### src/rtl/osd_trace_depacketization.sv
// Rebuilds DII trace-event / overflow-status packets into one parallel trace word.
// Malformed packets raise a one-cycle err and are discarded through their last flit.
module osd_trace_depacketization #(
  parameter int WIDTH = 32
) (
  input  logic             clk,
  input  logic             rst,
  input  logic             debug_in_valid,
  input  logic             debug_in_last,
  input  logic [15:0]      debug_in_data,
  output logic             debug_in_ready,
  output logic [WIDTH-1:0] trace_data,
  output logic             trace_overflow,
  output logic [9:0]       trace_id,
  output logic             trace_valid,
  input  logic             trace_ready,
  output logic             err
);

  localparam int NUM_FLITS = (WIDTH + 15) / 16;
  localparam int LAST_BITS = WIDTH - (NUM_FLITS - 1) * 16;
  localparam int CNT_W     = (NUM_FLITS > 1) ? $clog2(NUM_FLITS) : 1;
  localparam logic [CNT_W-1:0] CNT_LAST = CNT_W'(NUM_FLITS - 1);

  typedef enum logic [2:0] {
    DEST,
    HEADER,
    EVENT,
    STATUS,
    OUTPUT,
    DROP
  } state_t;

  state_t             state_q, state_d;
  logic [CNT_W-1:0]   counter_q, counter_d;
  logic [WIDTH-1:0]   data_q, data_d;
  logic [9:0]         id_q, id_d;
  logic               ovf_q, ovf_d;
  logic               err_q, err_d;
  logic               accept;

  always_ff @(posedge clk) begin
    if (rst) begin
      state_q   <= DEST;
      counter_q <= '0;
      data_q    <= '0;
      id_q      <= '0;
      ovf_q     <= 1'b0;
      err_q     <= 1'b0;
    end else begin
      state_q   <= state_d;
      counter_q <= counter_d;
      data_q    <= data_d;
      id_q      <= id_d;
      ovf_q     <= ovf_d;
      err_q     <= err_d;
    end
  end

  always_comb begin
    state_d        = state_q;
    counter_d      = counter_q;
    data_d         = data_q;
    id_d           = id_q;
    ovf_d          = ovf_q;
    err_d          = 1'b0;
    debug_in_ready = (state_q != OUTPUT);
    accept         = debug_in_valid && debug_in_ready;

    case (state_q)
      DEST: begin
        if (accept) begin
          if (debug_in_last) err_d = 1'b1;
          else               state_d = HEADER;
        end
      end

      HEADER: begin
        if (accept) begin
          if (debug_in_last) begin
            err_d   = 1'b1;
            state_d = DEST;
          end else if (debug_in_data[15:14] != 2'b10 || debug_in_data[10]) begin
            err_d   = 1'b1;
            state_d = DROP;
          end else begin
            id_d      = debug_in_data[9:0];
            ovf_d     = debug_in_data[11];
            counter_d = '0;
            // Assembly overwrites the output register, so wipe it first.
            data_d    = '0;
            state_d   = debug_in_data[11] ? STATUS : EVENT;
          end
        end
      end

      EVENT: begin
        if (accept) begin
          if (counter_q != CNT_LAST) begin
            if (debug_in_last) begin
              err_d   = 1'b1;
              state_d = DEST;
            end else begin
              for (int i = 0; i < NUM_FLITS - 1; i++) begin
                if (counter_q == CNT_W'(i)) data_d[i*16 +: 16] = debug_in_data;
              end
              counter_d = counter_q + CNT_W'(1);
            end
          end else if (debug_in_last) begin
            // Fill bits above LAST_BITS are padding and deliberately dropped.
            data_d[(NUM_FLITS-1)*16 +: LAST_BITS] = debug_in_data[LAST_BITS-1:0];
            state_d = OUTPUT;
          end else begin
            err_d   = 1'b1;
            state_d = DROP;
          end
        end
      end

      STATUS: begin
        if (accept) begin
          if (debug_in_last && debug_in_data[15]) begin
            data_d  = WIDTH'(debug_in_data[9:0]);
            state_d = OUTPUT;
          end else if (debug_in_last) begin
            err_d   = 1'b1;
            state_d = DEST;
          end else begin
            err_d   = 1'b1;
            state_d = DROP;
          end
        end
      end

      OUTPUT: begin
        if (trace_ready) state_d = DEST;
      end

      DROP: begin
        if (accept && debug_in_last) state_d = DEST;
      end

      default: state_d = DEST;
    endcase
  end

  assign trace_data     = data_q;
  assign trace_overflow = ovf_q;
  assign trace_id       = id_q;
  assign trace_valid    = (state_q == OUTPUT);
  assign err            = err_q;

endmodule

### config.mk
export PLATFORM = sky130hd
export DESIGN_NAME = osd_trace_depacketization
export DESIGN_NICKNAME = d
export VERILOG_FILES = /design/src/rtl/osd_trace_depacketization.sv
export SDC_FILE = /design/constraint.sdc
export NUM_CORES = 1
export LEC_CHECK = 0
export BUFFER_PORTS_ARGS = -buffer_cell sky130_fd_sc_hd__buf_2
export CORE_MARGIN = 4
export CORE_UTILIZATION = 50
export DETAILED_ROUTE_END_ITERATION = 12
export PLACE_DENSITY = 0.79
export SYNTH_ARGS = -nofsm -noshare
export SYNTH_HDL_FRONTEND = slang
export SYNTH_SLANG_ARGS = --single-unit
### constraint.sdc
create_clock -name clk -period 2.65 [get_ports clk]
set_input_delay 0.265 -clock clk [delete_from_list [all_inputs] [get_ports clk]]
set_output_delay 0.265 -clock clk [all_outputs]
set_load 0.03 [all_outputs]
# --- Word level (Yosys, flattened, before mapping) ---
# Cells that the tools add are included.
totals:
  register_bits: 48
  latchBits: 0
  ram_bits: 0
  romBits: 0
  in_bits: 21
  output_inout_bits: 46
  elab_cells: 89
  mem_count: 0
classes:
  addsub: 1
  mul: 0
  div_mod_pow: 0
  magnitude_cmp: 0
  n_eq_ne: 22
  n_shift: 0
  muxes: 45
  bitwise_logic: 2
  n_reduce_logical: 12
ops:
  columns: ["op", "n"]
  rows:
  - ["$mux 32", 6]
  - ["$pmux 32 s3", 1]
  - ["$mux 16", 4]
  - ["$mux 3", 13]
  - ["$ne 2x2->1 const B", 14]
  - ["$mux 1", 18]
  - ["$pmux 3 s6", 1]
  - ["$reduce_and 9->1", 2]
  - ["$reduce_and 8->1", 1]
  - ["$eq 3x2->1 const B", 2]
  - ["$eq 3x3->1 const B", 2]
  - ["$ne 3x3->1 const B", 2]
  - ["$reduce_and 5->1", 1]
  - ["$pmux 1 s4", 1]
  - ["$reduce_and 4->1", 1]
  - ["$eq 3x1->1 const B", 1]
  - ["$logic_and 1x1->1", 3]
  - ["$logic_not 3->1", 1]
  - ["$reduce_bool 3->1", 1]
  - ["$ne 2x1->1 const B", 1]
  - ["$not 1->1", 2]
  - ["$pmux 1 s2", 1]
  - ["$reduce_bool 2->1", 1]
  - ["$add 1x1->1 const B", 1]
  - ["$logic_or 1x1->1", 1]

# --- Longest topological paths before layout ---
depth:
  depth_word: 6
  mapped_depth: 7
  depth_no_buf: 6

# --- Worst setup path after synthesis ---
# No wires, ideal clock.
synth_path:
  path_type: "register -> register"
  from: "register state_q[0]"
  to: "register id_q[0] (netlist: trace_id[0])"
  setup_time_ns: 0.136
  arrival_ns: 1.429
  t_required_ns: 2.514
  setup_slack_ns: 1.085
  stages_incl_launch_ff: 7
  path_buffers: 2
  synth_period_minus_slack_ns: 1.565
  cell_sequence: "dfxtp_1 > buf_4 > nand4bb_4 > or4_1 > buf_2 > nand2_1 > a21oi_1"
synth_between:
  elab_chain_cells: 3
  elab_cells_between_ends: 4
  cone_classes: "2 x eq/ne; 2 x reduce/logical"
synth_lines:
  columns: ["element", "line_no", "text"]
  rows:
  - ["start, declared", "34", "state_t state_q, state_d;"]
  - ["start signal, assigned", "51", "state_q <= state_d;"]
  - ["$ne 3x3->1", "67", "debug_in_ready = (state_q != OUTPUT);"]
  - ["$logic_and 1x1->1", "68", "accept = debug_in_valid && debug_in_ready;"]
  - ["$reduce_and 4->1 (no line) (*)", null, null]
  - ["end signal, assigned", "54", "id_q <= id_d;"]
  - ["end, declared", "37", "logic [9:0] id_q, id_d;"]
# Every way passes the cells marked *; elsewhere a longest branch is shown, timed or not.
# A chain may end at the register's enable or synchronous reset.

# --- Final worst setup path ---
layout_path:
  from: "register state_q[1]"
  to: "register data_q[23] (netlist: trace_data[23])"
layout_between:
  elab_chain_cells: 4
  elab_cells_between_ends: 16
  cone_classes: "12 x eq/ne; 1 x mux; 3 x reduce/logical"
layout_lines:
  columns: ["element", "line_no", "text"]
  rows:
  - ["$ne 3x3->1", "67", null]
  - ["$logic_and 1x1->1", "68", null]
  - ["$ne 2x2->1 (no line)", null, null]
  - ["$reduce_and 9->1 (no line)", null, null]
  - ["end signal, assigned", "53", "data_q <= data_d;"]
  - ["end, declared", "36", "logic [WIDTH-1:0] data_q, data_d;"]
# Parallel ways exist; a longest one is shown, timed or not.

==> flow_metrics.py <==
metrics = {
    "placement": {
        "io_buffers": 66,
        "place_congestion": 0.822,
        "dp.final_hpwl_um": 3570,
    },
    "clock_network": {
        "cts_root_buffer": "clkbuf_8",
        "clkSinkCount": 48,
        "cts_made_buffers": 5,
        "cts_hold_buf": 0,
        "cts_tree": "built",
        "cts_buffer_depth": 2,
        "htree_levels": 2,
        "clock_latency_ns": 0.30,
        "clk_pin_slew_ns": 0.08,
        "postCtsResizedCells": 0,
        "post-cts-setup-buffers": 0,
    },
    "timing": {
        "fin_worst_skew_ns": 0.00592,
        "setup_viol_count_final": 0,
        "setup_tns_ns": 0,
        "rsz0062_at_grt": "false",
        "period_minus_slack_ns": 2.08,
        "hold_viol": 0,
        "slew_headroom_pct": 33.0,
        "max_clock_freq_mhz": 480,
        "worstMarginPinSlew_ns": 1.00,
        "drv_slew": 0,
        "fin_crit_sh_pct": 78.7,
    },
    "worst_setup_path": {
        "crit_type": "flop to flop",
        "rr_worst_depth": 4,
        "cp.arrival_ns": 2.32,
        "crit_fanout": 16,
        "worstReg2RegEnd": "trace_data[23]",
        "endpoint_kind": "flop",
        "reg2reg_slack_ns": 0.57,
        "critical_path_required_ns": 2.89,
        "r2r-start": "state_q[1]",
        "start_kind": "flop",
    },
    "synthesis": {
        "yosys.area.top_type": "dfxtp_1",
        "netlist_area_mm2": 0.00206,
        "syn_area_per_cell_um2": 9.64,
        "synthTopCellsByArea": "dfxtp_1 (47%), nand2_1 (10%), a32o_1 (8.2%)",
        "synth_top_area_share_pct": 46.6,
        "yosysSeqAreaShare_pct": 46.6,
        "syn_inst": 214,
        "ys_warn_count": 0,
        "ys_ff_latch": 48,
        "syn-num-nets": 238,
        "ys_types": 40,
    },
    "global_routing": {
        "grt_pass1_vias": 1582,
        "grt-ovfl-total": 0,
        "track_usage_pct": 19.0,
        "grt_pass1_wl_um": 7820,
        "grt_antenna_before_repair": 0,
        "grt_start_max_net_pins": 34,
    },
    "power": {
        "ir_worst_vdd_uv": 205,
        "total_leakage_power_nw": 1.13,
        "powerDensity_mw_per_mm2": 506,
        "finalPower_mw": 1.25,
    },
    "floorplanning": {
        "start_util_pct": 51.6,
        "fp.dieW_um": 72.2,
        "core_area_mm2": 0.00400,
        "die_h_um": 72.2,
        "ioPinCount": 67,
        "rows": 23,
        "die-area_mm2": 0.00522,
    },
    "outcome": {
        "status": "complete, no violations",
    },
    "cells_and_area": {
        "drive_gt1_share_pct": 30.8,
        "area_delta_synth_final_pct": 20.0,
        "n_antenna_cell": 0,
        "final_nets": 297,
    },
    "detailed_routing": {
        "first_iter_violations": 113,
        "wire_per_inst_um": 15.2,
        "drtAntennaViolNets": 0,
        "wl_um": 4920,
        "num_vias": 1789,
        "vias_per_cell": 5.54,
        "drc": 0,
        "drt_pass1_iterations": 5,
    },
    "hold_path": {
        "hold_depth": 2,
        "min_path_type": "input pin to flop",
        "hold_path_startpoint": "debug_in_data[12]",
        "holdPathEnd": "trace_data[28]",
    },
    "run": {
        "drv_cap": 0,
    },
}
[worst max-delay path: stages, from the launching register on]
cell,delay (ns)
dfxtp_1,0.66
nand2b_2,0.22
nor3_4,0.29
and4_1,0.64
a32o_1,0.21
[power breakdown]
part | switching (mW) | total, mW | internal [mW]
logic | 0.0523 | 0.0779 | 0.0256
registers | 0.00851 | 0.732 | 0.724
clock network | 0.235 | 0.443 | 0.208
[state kept, by name (all words and copies together) (netlist names)]
name,cells
trace_data,32
trace_id,10
state_q,3
counter_q,1
err,1
trace_overflow,1
[kinds of logic after synthesis]
kind of cell	Yosys count	synth area share [%]
compound gates	47	18.7
buf+inv	21	4.97
mux	18	8.79
simple gates	77	19.2
fa+ha+maj	3	1.82
flops	48	46.6
[cell usage in the layout, fill, tap and decap left out, types with 2 or more instances in the layout]
cell / instances
a21oi_1: 16
a32o_1: 17
buf_2: 66
clkbuf_8: 6
dfxtp_1: 48
ha_1: 3
inv_1: 6
mux2i_1: 17
nand2_1: 56
nand2b_1: 3
nor2_1: 2
nor3_1: 2
o21ai_0: 4
[area by class of cell]
type | instances | area (µm²)
multi-input combinational | 145 | 1000
fill | 359 | 1530
tap | 50 | 62.6
timing repair buffer | 67 | 338
inverter | 6 | 22.5
clock inverter | 1 | 8.76
clock buffer | 6 | 82.6
sequential | 48 | 961
[synthesized netlist by cell type]
master and number:
nor4bb_1 1, nand3_1 1, and3_1 1, ha_1 3, mux2_2 1, a32o_1 17, nand2b_1 3, nor4_1 1
and4_1 1, a32oi_1 1, o221ai_4 1, a211oi_1 1, inv_1 6, nand2_1 56, dfxtp_1 48, nor2b_1 1
o221ai_1 1, nand2b_2 1, o21ai_2 1, a211o_1 1, mux2i_1 17, nor2_1 2, nor3_1 2, buf_6 1
nor3_4 1, o311ai_0 1, nor4_4 1, buf_2 7, or4_1 1, nor3_2 1, nand4bb_4 1, o31a_1 1
a2111oi_0 1, o21ai_0 4, clkbuf_1 5, or3_1 1, a21oi_1 16, a211oi_4 1, buf_4 2, or3b_2 1
[per-layer routing]
layer	up-vias	global-route usage (%)	wire, µm
li1	879	-	-
met1	844	26.1	2090
met2	61	28.9	2370
met3	5	4.71	408
met4	0	6.47	59
met5	-	0	0
[worst max path at each step]
stage / depth (start not counted) / end / slack (ns) / startpoint
finish: 4 / trace_data[23] / 0.57 / state_q[1]
global route: 4 / trace_data[22] / 0.44 / state_q[1]
CTS: 4 / trace_data[23] / 0.59 / state_q[1]
detailed placement: 4 / trace_data[22] / 0.61 / state_q[1]
global placement: 4 / trace_data[20] / 0.63 / state_q[1]
floorplan: 6 / trace_id[0] / 1.08 / state_q[0]
[stage by stage]
step           hold WS (ns)  worst slack [ns]  utilization (%)  instance area, µm²  cells
6_report              0.188             0.565             61.9                2470    323
3_3_place_gp          0.439             0.633             59.6                2380    316
3_5_place_dp          0.444             0.610             59.6                2380    316
2_1_floorplan         0.391              1.08                -                2060    214
5_1_grt               0.191             0.443             61.9                2470    323
4_1_cts               0.185             0.589             61.9                2470    323
Note: power is estimated with default switching activity, not from simulation.
